==> config.mk <==
export PLATFORM = sky130hd
export DESIGN_NAME = dram_arbiter_flat
export DESIGN_NICKNAME = d
export VERILOG_FILES = /design/src/rtl/dram_ctrl_pkg.sv /design/src/rtl/dram_arbiter_if.sv /design/src/rtl/dram_lane_unit.sv /design/src/rtl/dram_arbiter.sv /design/src/flat_wrapper.sv
export SDC_FILE = /design/constraint.sdc
export NUM_CORES = 1
export LEC_CHECK = 0
export CAP_MARGIN = 20
export CORE_MARGIN = 8
export CORE_UTILIZATION = 42
export DETAILED_ROUTE_END_ITERATION = 7
export PLACE_DENSITY = 0.81
export SETUP_SLACK_MARGIN = 0.1
export SYNTH_ARGS = -nofsm -noshare
export SYNTH_HDL_FRONTEND = slang
export SYNTH_SLANG_ARGS = --single-unit
==> constraint.sdc <==
create_clock -name clk -period 3.2 [get_ports clk]
set_input_delay 0.64 -clock clk [delete_from_list [all_inputs] [get_ports clk]]
set_output_delay 0.64 -clock clk [all_outputs]
set_load 0.02 [all_outputs]
==> src/rtl/dram_ctrl_pkg.sv <==
// rtl/dram_ctrl_pkg.sv - shared types and constants for the data RAM arbiter
package dram_ctrl_pkg;

    localparam int ADDR_W = 16;
    localparam int DATA_W = 32;

    typedef enum logic [1:0] {
        SZ_B = 2'b00,
        SZ_H = 2'b01,
        SZ_W = 2'b10
    } size_e;

    typedef enum logic [2:0] {
        IDLE,
        RD,
        WR,
        MERGE,
        RESP
    } state_e;

    typedef struct packed {
        logic              we;
        logic [ADDR_W+1:0] addr;
        size_e             size;
        logic              is_unsigned;
        logic [DATA_W-1:0] wdata;
    } req_t;

    // Encoding 11 has no meaning of its own and behaves as a word access.
    function automatic size_e norm_size(input logic [1:0] raw);
        return (raw == 2'b11) ? SZ_W : size_e'(raw);
    endfunction

    function automatic logic misaligned(input size_e sz, input logic [1:0] off);
        case (sz)
            SZ_H:    return off[0];
            SZ_W:    return off != 2'b00;
            default: return 1'b0;
        endcase
    endfunction

endpackage

==> src/rtl/dram_arbiter_if.sv <==
// rtl/dram_arbiter_if.sv - requester, response and RAM signals of the arbiter
interface dram_arbiter_if;
    import dram_ctrl_pkg::*;

    logic [1:0]                   req_valid;
    logic [1:0]                   req_ready;
    logic [1:0]                   req_we;
    logic [1:0][ADDR_W+1:0]       req_addr;
    logic [1:0][1:0]              req_size;
    logic [1:0]                   req_unsigned;
    logic [1:0][DATA_W-1:0]       req_wdata;

    logic [1:0]                   rsp_valid;
    logic [DATA_W-1:0]            rsp_rdata;
    logic                         rsp_err;

    logic [ADDR_W-1:0]            mem_a;
    logic                         mem_we;
    logic [DATA_W-1:0]            mem_din;
    logic [DATA_W-1:0]            mem_spo;

    modport slave (
        input  req_valid, req_we, req_addr, req_size, req_unsigned, req_wdata, mem_spo,
        output req_ready, rsp_valid, rsp_rdata, rsp_err, mem_a, mem_we, mem_din
    );

    modport master (
        output req_valid, req_we, req_addr, req_size, req_unsigned, req_wdata, mem_spo,
        input  req_ready, rsp_valid, rsp_rdata, rsp_err, mem_a, mem_we, mem_din
    );

endinterface

==> src/rtl/dram_lane_unit.sv <==
// rtl/dram_lane_unit.sv - little-endian lane extract/extend and store merge
module dram_lane_unit
    import dram_ctrl_pkg::*;
(
    input  logic [DATA_W-1:0] word,
    input  logic [DATA_W-1:0] wdata,
    input  logic [1:0]        offset,
    input  size_e             size,
    input  logic              is_unsigned,
    output logic [DATA_W-1:0] load_val,
    output logic [DATA_W-1:0] merge_word
);

    logic [7:0]  byte_sel;
    logic [15:0] half_sel;

    assign byte_sel = word[{offset, 3'b000} +: 8];
    assign half_sel = word[{offset[1], 4'b0000} +: 16];

    always_comb begin
        load_val = word;
        case (size)
            SZ_B:    load_val = is_unsigned ? {24'h0, byte_sel} : {{24{byte_sel[7]}}, byte_sel};
            SZ_H:    load_val = is_unsigned ? {16'h0, half_sel} : {{16{half_sel[15]}}, half_sel};
            default: load_val = word;
        endcase
    end

    always_comb begin
        merge_word = word;
        case (size)
            SZ_B:    merge_word[{offset, 3'b000} +: 8]     = wdata[7:0];
            SZ_H:    merge_word[{offset[1], 4'b0000} +: 16] = wdata[15:0];
            default: merge_word = wdata;
        endcase
    end

endmodule

==> src/rtl/dram_arbiter.sv <==
// rtl/dram_arbiter.sv - two-port round-robin arbiter and access sequencer for the data RAM
module dram_arbiter
    import dram_ctrl_pkg::*;
(
    input  logic          clk,
    input  logic          rst,
    dram_arbiter_if.slave bus
);

    state_e            state_q, state_d;
    req_t              req_q, req_in;
    logic              owner_q, last_grant_q, err_q;
    logic              grant, accept, req_mis;
    logic [DATA_W-1:0] load_val, merge_word;

    // A lone requester always wins; on a tie the port that lost last time goes.
    always_comb begin
        if (bus.req_valid == 2'b11) grant = ~last_grant_q;
        else                        grant = bus.req_valid[1];
    end

    always_comb begin
        req_in.we          = bus.req_we[grant];
        req_in.addr        = bus.req_addr[grant];
        req_in.size        = norm_size(bus.req_size[grant]);
        req_in.is_unsigned = bus.req_unsigned[grant];
        req_in.wdata       = bus.req_wdata[grant];
    end

    assign req_mis = misaligned(req_in.size, req_in.addr[1:0]);
    assign accept  = (state_q == IDLE) && (bus.req_valid != 2'b00) && !rst;

    always_comb begin
        bus.req_ready = 2'b00;
        if (accept) bus.req_ready[grant] = 1'b1;
    end

    always_comb begin
        state_d = state_q;
        case (state_q)
            IDLE: begin
                if (accept) begin
                    if (req_mis)                               state_d = RESP;
                    else if (req_in.we && req_in.size == SZ_W) state_d = WR;
                    else                                       state_d = RD;
                end
            end
            RD:        state_d = req_q.we ? MERGE : RESP;
            WR, MERGE: state_d = RESP;
            RESP:      state_d = IDLE;
            default:   state_d = IDLE;
        endcase
    end

    always_ff @(posedge clk) begin
        if (rst) begin
            state_q      <= IDLE;
            req_q        <= '0;
            owner_q      <= 1'b0;
            last_grant_q <= 1'b1;
            err_q        <= 1'b0;
        end else begin
            state_q <= state_d;
            if (accept) begin
                req_q        <= req_in;
                owner_q      <= grant;
                last_grant_q <= grant;
                err_q        <= req_mis;
            end
        end
    end

    dram_lane_unit u_lane (
        .word        (bus.mem_spo),
        .wdata       (req_q.wdata),
        .offset      (req_q.addr[1:0]),
        .size        (req_q.size),
        .is_unsigned (req_q.is_unsigned),
        .load_val    (load_val),
        .merge_word  (merge_word)
    );

    // The RAM address comes straight from the latched request, so it stays put
    // from RD through RESP and keeps its last value while idle.
    always_comb begin
        bus.mem_a     = req_q.addr[ADDR_W+1:2];
        bus.mem_we    = 1'b0;
        bus.mem_din   = '0;
        bus.rsp_valid = 2'b00;
        bus.rsp_rdata = '0;
        bus.rsp_err   = 1'b0;
        case (state_q)
            WR: begin
                bus.mem_we  = !rst;
                bus.mem_din = req_q.wdata;
            end
            MERGE: begin
                bus.mem_we  = !rst;
                bus.mem_din = merge_word;
            end
            RESP: begin
                bus.rsp_valid[owner_q] = !rst;
                bus.rsp_err            = err_q;
                if (!err_q && !req_q.we) bus.rsp_rdata = load_val;
            end
            default: ;
        endcase
    end

endmodule

==> src/flat_wrapper.sv <==
// flat-port wrapper written by rule: the top's interface ports become plain ports
module dram_arbiter_flat import dram_ctrl_pkg::*;
  (clk, rst, bus_req_valid, bus_req_we, bus_req_addr, bus_req_size, bus_req_unsigned, bus_req_wdata, bus_mem_spo, bus_req_ready, bus_rsp_valid, bus_rsp_rdata, bus_rsp_err, bus_mem_a, bus_mem_we, bus_mem_din);
  dram_arbiter_if bus_i ();
  input  logic clk;
  input  logic rst;
  input wire logic [$bits(bus_i.req_valid)-1:0] bus_req_valid;
  input wire logic [$bits(bus_i.req_we)-1:0] bus_req_we;
  input wire logic [$bits(bus_i.req_addr)-1:0] bus_req_addr;
  input wire logic [$bits(bus_i.req_size)-1:0] bus_req_size;
  input wire logic [$bits(bus_i.req_unsigned)-1:0] bus_req_unsigned;
  input wire logic [$bits(bus_i.req_wdata)-1:0] bus_req_wdata;
  input wire logic [$bits(bus_i.mem_spo)-1:0] bus_mem_spo;
  output wire logic [$bits(bus_i.req_ready)-1:0] bus_req_ready;
  output wire logic [$bits(bus_i.rsp_valid)-1:0] bus_rsp_valid;
  output wire logic [$bits(bus_i.rsp_rdata)-1:0] bus_rsp_rdata;
  output wire logic [$bits(bus_i.rsp_err)-1:0] bus_rsp_err;
  output wire logic [$bits(bus_i.mem_a)-1:0] bus_mem_a;
  output wire logic [$bits(bus_i.mem_we)-1:0] bus_mem_we;
  output wire logic [$bits(bus_i.mem_din)-1:0] bus_mem_din;
  assign bus_i.req_valid = bus_req_valid;
  assign bus_i.req_we = bus_req_we;
  assign bus_i.req_addr = bus_req_addr;
  assign bus_i.req_size = bus_req_size;
  assign bus_i.req_unsigned = bus_req_unsigned;
  assign bus_i.req_wdata = bus_req_wdata;
  assign bus_i.mem_spo = bus_mem_spo;
  assign bus_req_ready = bus_i.req_ready;
  assign bus_rsp_valid = bus_i.rsp_valid;
  assign bus_rsp_rdata = bus_i.rsp_rdata;
  assign bus_rsp_err = bus_i.rsp_err;
  assign bus_mem_a = bus_i.mem_a;
  assign bus_mem_we = bus_i.mem_we;
  assign bus_mem_din = bus_i.mem_din;
  dram_arbiter u_core (.clk(clk), .rst(rst), .bus(bus_i));
endmodule
* Word-level counts from Yosys, hierarchy flattened
Index checks and enable logic that the tools add are counted.
** Storage, ports and cells
- Word-level logic and storage cells :: 82
- Flip-flop bits (word level) :: 60
- Output and inout bits :: 86
** Cells by class
- Reduce and logical (&&, ||, !) cells :: 14
- Shift-type cells :: 6
- Add/subtract/negate cells :: 2
- $lt $le $gt $ge :: 4
- Bitwise logic cells :: 2
- Equality and inequality tests :: 10
- Muxes and demuxes :: 35
** Operator list (number)
- $mux W32 :: 6
- $pmux W32 S2 :: 3
- $bwmux W32 :: 2
- $mux W18 :: 2
- $shift A16 B7 Y32 const A :: 1
- $shift A8 B7 Y32 const A :: 1
- $shiftx A16 B7 Y32 :: 1
- $shiftx A32 B6 Y16 :: 1
- $shiftx A32 B6 Y8 :: 1
- $shiftx A8 B7 Y32 :: 1
- $neg A5 Y7 :: 2
- $mux W2 :: 6
- $mux W1 :: 9
- $mux W3 :: 3
- $pmux W3 S3 :: 1
- $eq A2 B2 Y1 const B :: 3
- $eq A3 B2 Y1 const B :: 2
- $logic_and A1 B1 Y1 :: 6
- $eq A2 B1 Y1 const B :: 2
- $lt A1 B2 Y1 const B :: 2
- $reduce_bool A2 Y1 :: 2
- $eq A3 B1 Y1 const B :: 1
- $eq A3 B3 Y1 const B :: 1
- $logic_not A1 Y1 :: 3
- other kinds (9) :: 11

* Longest topological paths before layout
- Depth after elaboration :: 12
- Depth in mapped cells :: 9
- Mapped depth without buffers :: 6

* Cells and area by module
Synthesis repeated with hierarchy kept, for this count alone.
** Unflattened totals
- Cells, all modules :: 704
- Area, all modules :: 5002.3 µm²
** Modules (own cells, without submodules)
- dram_arbiter :: cells each 443, instances 1, area each 3330.7 µm²
- dram_lane_unit :: cells each 261, instances 1, area each 1671.6 µm²

* Worst setup path after synthesis
Ideal clock, no wire load.
- Path type :: flip-flop to output port
- Start point :: register u_core.req_q[36] (netlist name)
- End point :: output port bus_mem_din[5]
- Slack :: 0.330 ns
- Path buffers :: 2
- Arrival :: 2.230 ns
- Stages on the path, launching flop included :: 9
- Cell sequence :: dfxtp_1 -> buf_6 -> buf_2 -> inv_1 -> ha_1 -> nor3b_1 -> a221o_1 -> o21ai_0 -> a21oi_1
** Between the ends
- Longest elaborated chain between the ends :: 5
** RTL lines
- from (decl) :: RTL line dram_arbiter.sv:11 : req_t req_q, req_in;
- from (signal assigned) :: RTL line dram_arbiter.sv:65 : req_q <= req_in;
- $neg A5 Y7, on equally long branches :: RTL line dram_lane_unit.sv:33, dram_lane_unit.sv:32
- $shiftx A16 B7 Y32 (tied with other cells) :: RTL line dram_lane_unit.sv:33 : SZ_H: merge_word[{offset[1], 4'b0000} +: 16] = wdata[15:0];
- $bwmux W32, on equally long branches :: RTL line dram_lane_unit.sv:33, dram_lane_unit.sv:32
- $pmux W32 S2 * :: RTL line dram_lane_unit.sv:31 : case (size)
- $pmux W32 S2 * :: RTL line dram_arbiter.sv:92 : case (state_q)
- to (decl) :: RTL line flat_wrapper.sv:20 : output wire logic [$bits(bus_i.mem_din)-1:0] bus_mem_din;
Mark *: on every way between the ends. The rest lies on a longest branch, timed or not.

* Worst setup path in the final report
- Start point :: input port bus_mem_spo[7]
- End point :: output port bus_rsp_rdata[17]
** Between the ends
- Longest elaborated chain between the ends :: 5
** RTL lines
- from (decl) :: RTL line flat_wrapper.sv:13 : input wire logic [$bits(bus_i.mem_spo)-1:0] bus_mem_spo;
- $shiftx A32 B6 Y8 :: RTL line dram_lane_unit.sv:17 : assign byte_sel = word[{offset, 3'b000} +: 8];
- $mux W32 :: RTL line dram_lane_unit.sv:23 : SZ_B: load_val = is_unsigned ? {24'h0, byte_sel} : {{24{byte_sel[7]}}, byte_sel};
- $pmux W32 S2 :: RTL line dram_lane_unit.sv:22 : case (size)
- $mux W32 :: RTL line dram_arbiter.sv:104 : if (!err_q && !req_q.we) bus.rsp_rdata = load_val;
- $mux W32 :: RTL line dram_arbiter.sv:92
- to (decl) :: RTL line flat_wrapper.sv:16 : output wire logic [$bits(bus_i.rsp_rdata)-1:0] bus_rsp_rdata;
Every way passes these cells.

==> results <==
- After the first detailed-routing iteration, the DRC count stood at 614.
- The register area is 1200 um^2.
- In this run switching power makes up 36.6% of total power.
- Combinational logic is responsible for 43.1% of the overall power.
- Summing the areas of all compound-gate instances in the mapped netlist gives 29.8% of the synthesized area.
- The post-CTS clock slew at the launch and capture registers of the worst setup and hold paths is 0.05 ns.
- Hold repair after CTS inserted 0 buffers.
- The relative slew slack is 33.0%.
- Counting along the longest clock path gives a buffer depth of 2.
- The clock root buffer master is sky130_fd_sc_hd__clkbuf_16.
- In the synthesized netlist, the number of instances is 594.
- The post-synthesis adder-cell area fraction is 1.32%.
- The floorplan die width is 122 um.
- Summing every instance area after synthesis gives 4760 um^2.
- The worst path arrival time is 2.43 ns.
- The via total after detailed routing is 5581.
- The mean post-synth cell area is 8.01 um^2.
- By area the synthesized netlist is led by sky130_fd_sc_hd__dfxtp_1, sky130_fd_sc_hd__mux2i_1, sky130_fd_sc_hd__a211oi_1.
- The most common cell after layout, fill and taps aside is sky130_fd_sc_hd__clkdlybuf4s50_1.
- The post-route clock period utilization is 95.8%.
- Buffers placed on the I/O ports in this run total 229.
- Cells with a size suffix above 1 make up 13.5% of the layout.
- Entering global routing, the biggest net connects 111 pins.
- Dividing the detail-routed wire length by the instance count gives 21.1 um.
- The number of antenna violations at the first check in global routing is 0.
- In the layout the commonest cells are sky130_fd_sc_hd__clkdlybuf4s50_1, sky130_fd_sc_hd__nor2_1, sky130_fd_sc_hd__mux2i_1.
- The die height is 122 um.
- The worst voltage drop across the vdd grid is 0.374 mV.
- The startpoint-to-endpoint class of the critical path is in -> out.
- The number of diodes is 0.
- The number of pins with negative max-slew slack in the final report is 0.
- The synthesized netlist devotes 0% of its cell area to XOR and XNOR gates.
- The number of warnings issued by yosys is 0.
- The synthesized netlist net count is 743.
- The I/O pin total is 230.
- The startpoint kind of the worst setup timing path is an input port.
- In this run, synthesis produced a sequential element count of 60.
- In this run, distinct cell masters in the synthesized netlist total 47.
- The cell internal power dissipation is 2.28 mW.
- Across all setup checks in the final design, the least slack found is 0.135 ns.
- The worst slack at placement is -0.235 ns.
- The max capacitance violation total is 0.
- The floorplan step defined a die boundary enclosing 15000 um^2.
- Based on the critical path, the design can be clocked at up to 326 MHz.
- For this run the aggregate overflow at the end of global routing stands at 0.
- Power spread over the standard cell area amounts to 482 nW/um^2.
- TritonCTS built the clock tree.
- The run finished with clean final reports.
- The effective utilization at floorplan is 42.4%.
- Setup repair after global routing left no endpoint under its margin.
- The via count of the first global-routing pass is 5546.
- The first global-routing pass estimated 30300 um of wire.
- Measured against the total synthesized area, the mux share comes to 18.9%.
- The worst path in the final design needs a cycle of 3.07 ns, including I/O delays and setup.
- The H-tree was split into 3 levels.
- The number of nets at the end of the flow is 956.
- The basic-gate share of the synthesized area counting and, or, nand and nor cells is 15.3%.
- After detailed routing, the number of vias per cell comes to 5.84.
- In this run, flip-flops and latches consume 28.8% of the power.
- The number of rows in the core area is 39.
- The synthesis-to-layout area growth is 57.3%.
- The transition time at the pin with the least slew margin is 1.00 ns.
- For this run, design rule violations remaining after detail routing come to 0.
- The wire length after detailed routing is 20200 um.
- The count of nets left with antenna violations once routing finished came out at 0.
- The clock network fraction of design power is 28.2%.
- The clock reaches the later pin of the worst-skew pair after 0.33 ns.
- Cells fill 66.7% of the core in the end.
- The first-pass iteration count of the detailed router is 5.
- In this run the static leakage power is 3.22 nW.
- The fraction of post-synthesis cell area in the top cell type by area is 25.2%.
- The overall global routing resource usage is 25.4%.
- The largest fanout on the critical path is 8.
- The clock tree skew after final layout is 0.00436 ns.
- The power spent charging and discharging nets is 1.32 mW.
- The count of endpoints failing hold in the final timing report is 0.
- TritonCTS created 9 clock buffers.
- The kind of end point of the critical path is a primary output.
- The dominant cell type by area after synthesis is sky130_fd_sc_hd__dfxtp_1.
- For the worst setup path, the data required time is 2.56 ns.
- The post-synthesis sequential area ratio is 25.2%.
- The area of the multi-input gates is 3160 um^2.
- The half-perimeter wire length of the detailed placement result is 15800 um.
- Setup violations remaining at the end of the flow were counted as 0.
- CTS saw 60 sinks.
- In this run the standard cell core region covers 11200 um^2.
- The final RePlAce weighted congestion is 0.907.
- The min-delay analysis places its worst path in the category reg -> reg.
- After synthesis, the largest family of logic cells by area is compound AO/OA/AOI/OAI gates.
- Counting the fill cells in the layout gives 952.
[cell usage after synthesis (all sizes together)]
master	instances
a22oi	14
o21a	4
nand2	24
clkinv	1
nor4bb	2
nor3	3
or2b	1
clkbuf	35
mux2i	72
and4b	1
nor3b	4
ha	5
a21o	2
a21boi	1
a211oi	54
a31o	1
and2	2
o221ai	22
or4	1
or3	3
a21oi	46
inv	23
o21ai	17
buf	35
or2	4
a2bb2oi	10
mux4	8
nor2b	10
nand2b	2
or3b	1
o221a	2
a211o	2
nand3	2
a221o	15
dfxtp	60
o31ai	3
nor4	1
nor2	94
a31oi	1
and3	4
a221oi	2
[final timing paths]
check                            startpoint                                end  slack (ns)  depth (start not counted)
max                          bus_mem_spo[7]                  bus_rsp_rdata[17]        0.13                          8
min             u_core.owner_q$_SDFFE_PP0P_        u_core.owner_q$_SDFFE_PP0P_        0.47                          2
max reg2reg  u_core.state_q[2]$_SDFFE_PP0P_  u_core.bus.mem_a[12]$_SDFFE_PP0P_        1.16                          4
min reg2reg     u_core.owner_q$_SDFFE_PP0P_        u_core.owner_q$_SDFFE_PP0P_        0.47                          2
[registers in the layout, indices dropped and copies added, names as in the netlist]
| register | cells |
|---|---|
| u_core.req_q | 38 |
| u_core.bus.mem_a | 16 |
| u_core.state_q | 3 |
| u_core.err_q | 1 |
| u_core.last_grant_q | 1 |
| u_core.owner_q | 1 |
[power groups by stage]
stage | sequential [mW] | clock, mW | combinational (mW)
floorplan | 0.978 | 0 | 0.985
global placement | 1.04 | 0 | 1.49
detailed placement | 1.04 | 0 | 1.53
CTS | 1.03 | 1.03 | 1.53
global route | 1.05 | 1.06 | 1.67
finish | 1.04 | 1.01 | 1.55
[per-stage QoR]
step / area [um^2] / setup TNS, ns / power [mW] / hold slack [ns] / std cells
floorplan: 4760 / 0 / 1.96 / 0.432 / 594
global placement: 7210 / -3.40 / 2.53 / 0.456 / 936
detailed placement: 7210 / -4.11 / 2.58 / 0.469 / 936
CTS: 7480 / -0.00678 / 3.59 / 0.476 / 955
global route: 7480 / 0 / 3.78 / 0.515 / 955
finish: 7480 / 0 / 3.60 / 0.474 / 955
[kinds of logic after synthesis]
logic type,after synthesis
fa+ha+maj,5
mux,80
simple gates,159
flops,60
compound gates,196
buf+inv,94
[per-layer routing]
metal / wire, um / track usage (%) / vias to the layer above
met5: 0 / 0 / -
met4: 526 / 9.52 / 0
met1: 8340 / 31.2 / 2555
met3: 1890 / 6.21 / 43
li1: - / - / 2638
met2: 9400 / 42.4 / 345
[critical path: stages]
cell	delay, ns
sky130_fd_sc_hd__clkdlybuf4s50_1	0.42
sky130_fd_sc_hd__mux4_2	0.49
sky130_fd_sc_hd__and2_4	0.17
sky130_fd_sc_hd__o31ai_4	0.19
sky130_fd_sc_hd__buf_4	0.16
sky130_fd_sc_hd__buf_12	0.11
sky130_fd_sc_hd__a21oi_1	0.06
sky130_fd_sc_hd__buf_2	0.19
[final cells by class]
cell class                 instances  share of cell area, %
multi-input combinational        440                   42.3
timing repair buffer             272                   33.8
sequential                        60                   16.1
clock buffer                       9                   3.01
tap                              143                   2.39
clock inverter                     7                   1.22
inverter                          24                   1.22
[what timing repair did]
| action | in CTS | in global routing |
|---|---|---|
| gates resized for setup | 130 | 12 |
| pin swaps | 0 | 1 |
| setup buffers | 2 | 0 |
| setup endpoints to repair | 65 | 22 |
| gates cloned | 1 | 0 |
No activity file was read; power rests on OpenSTA's default activity.
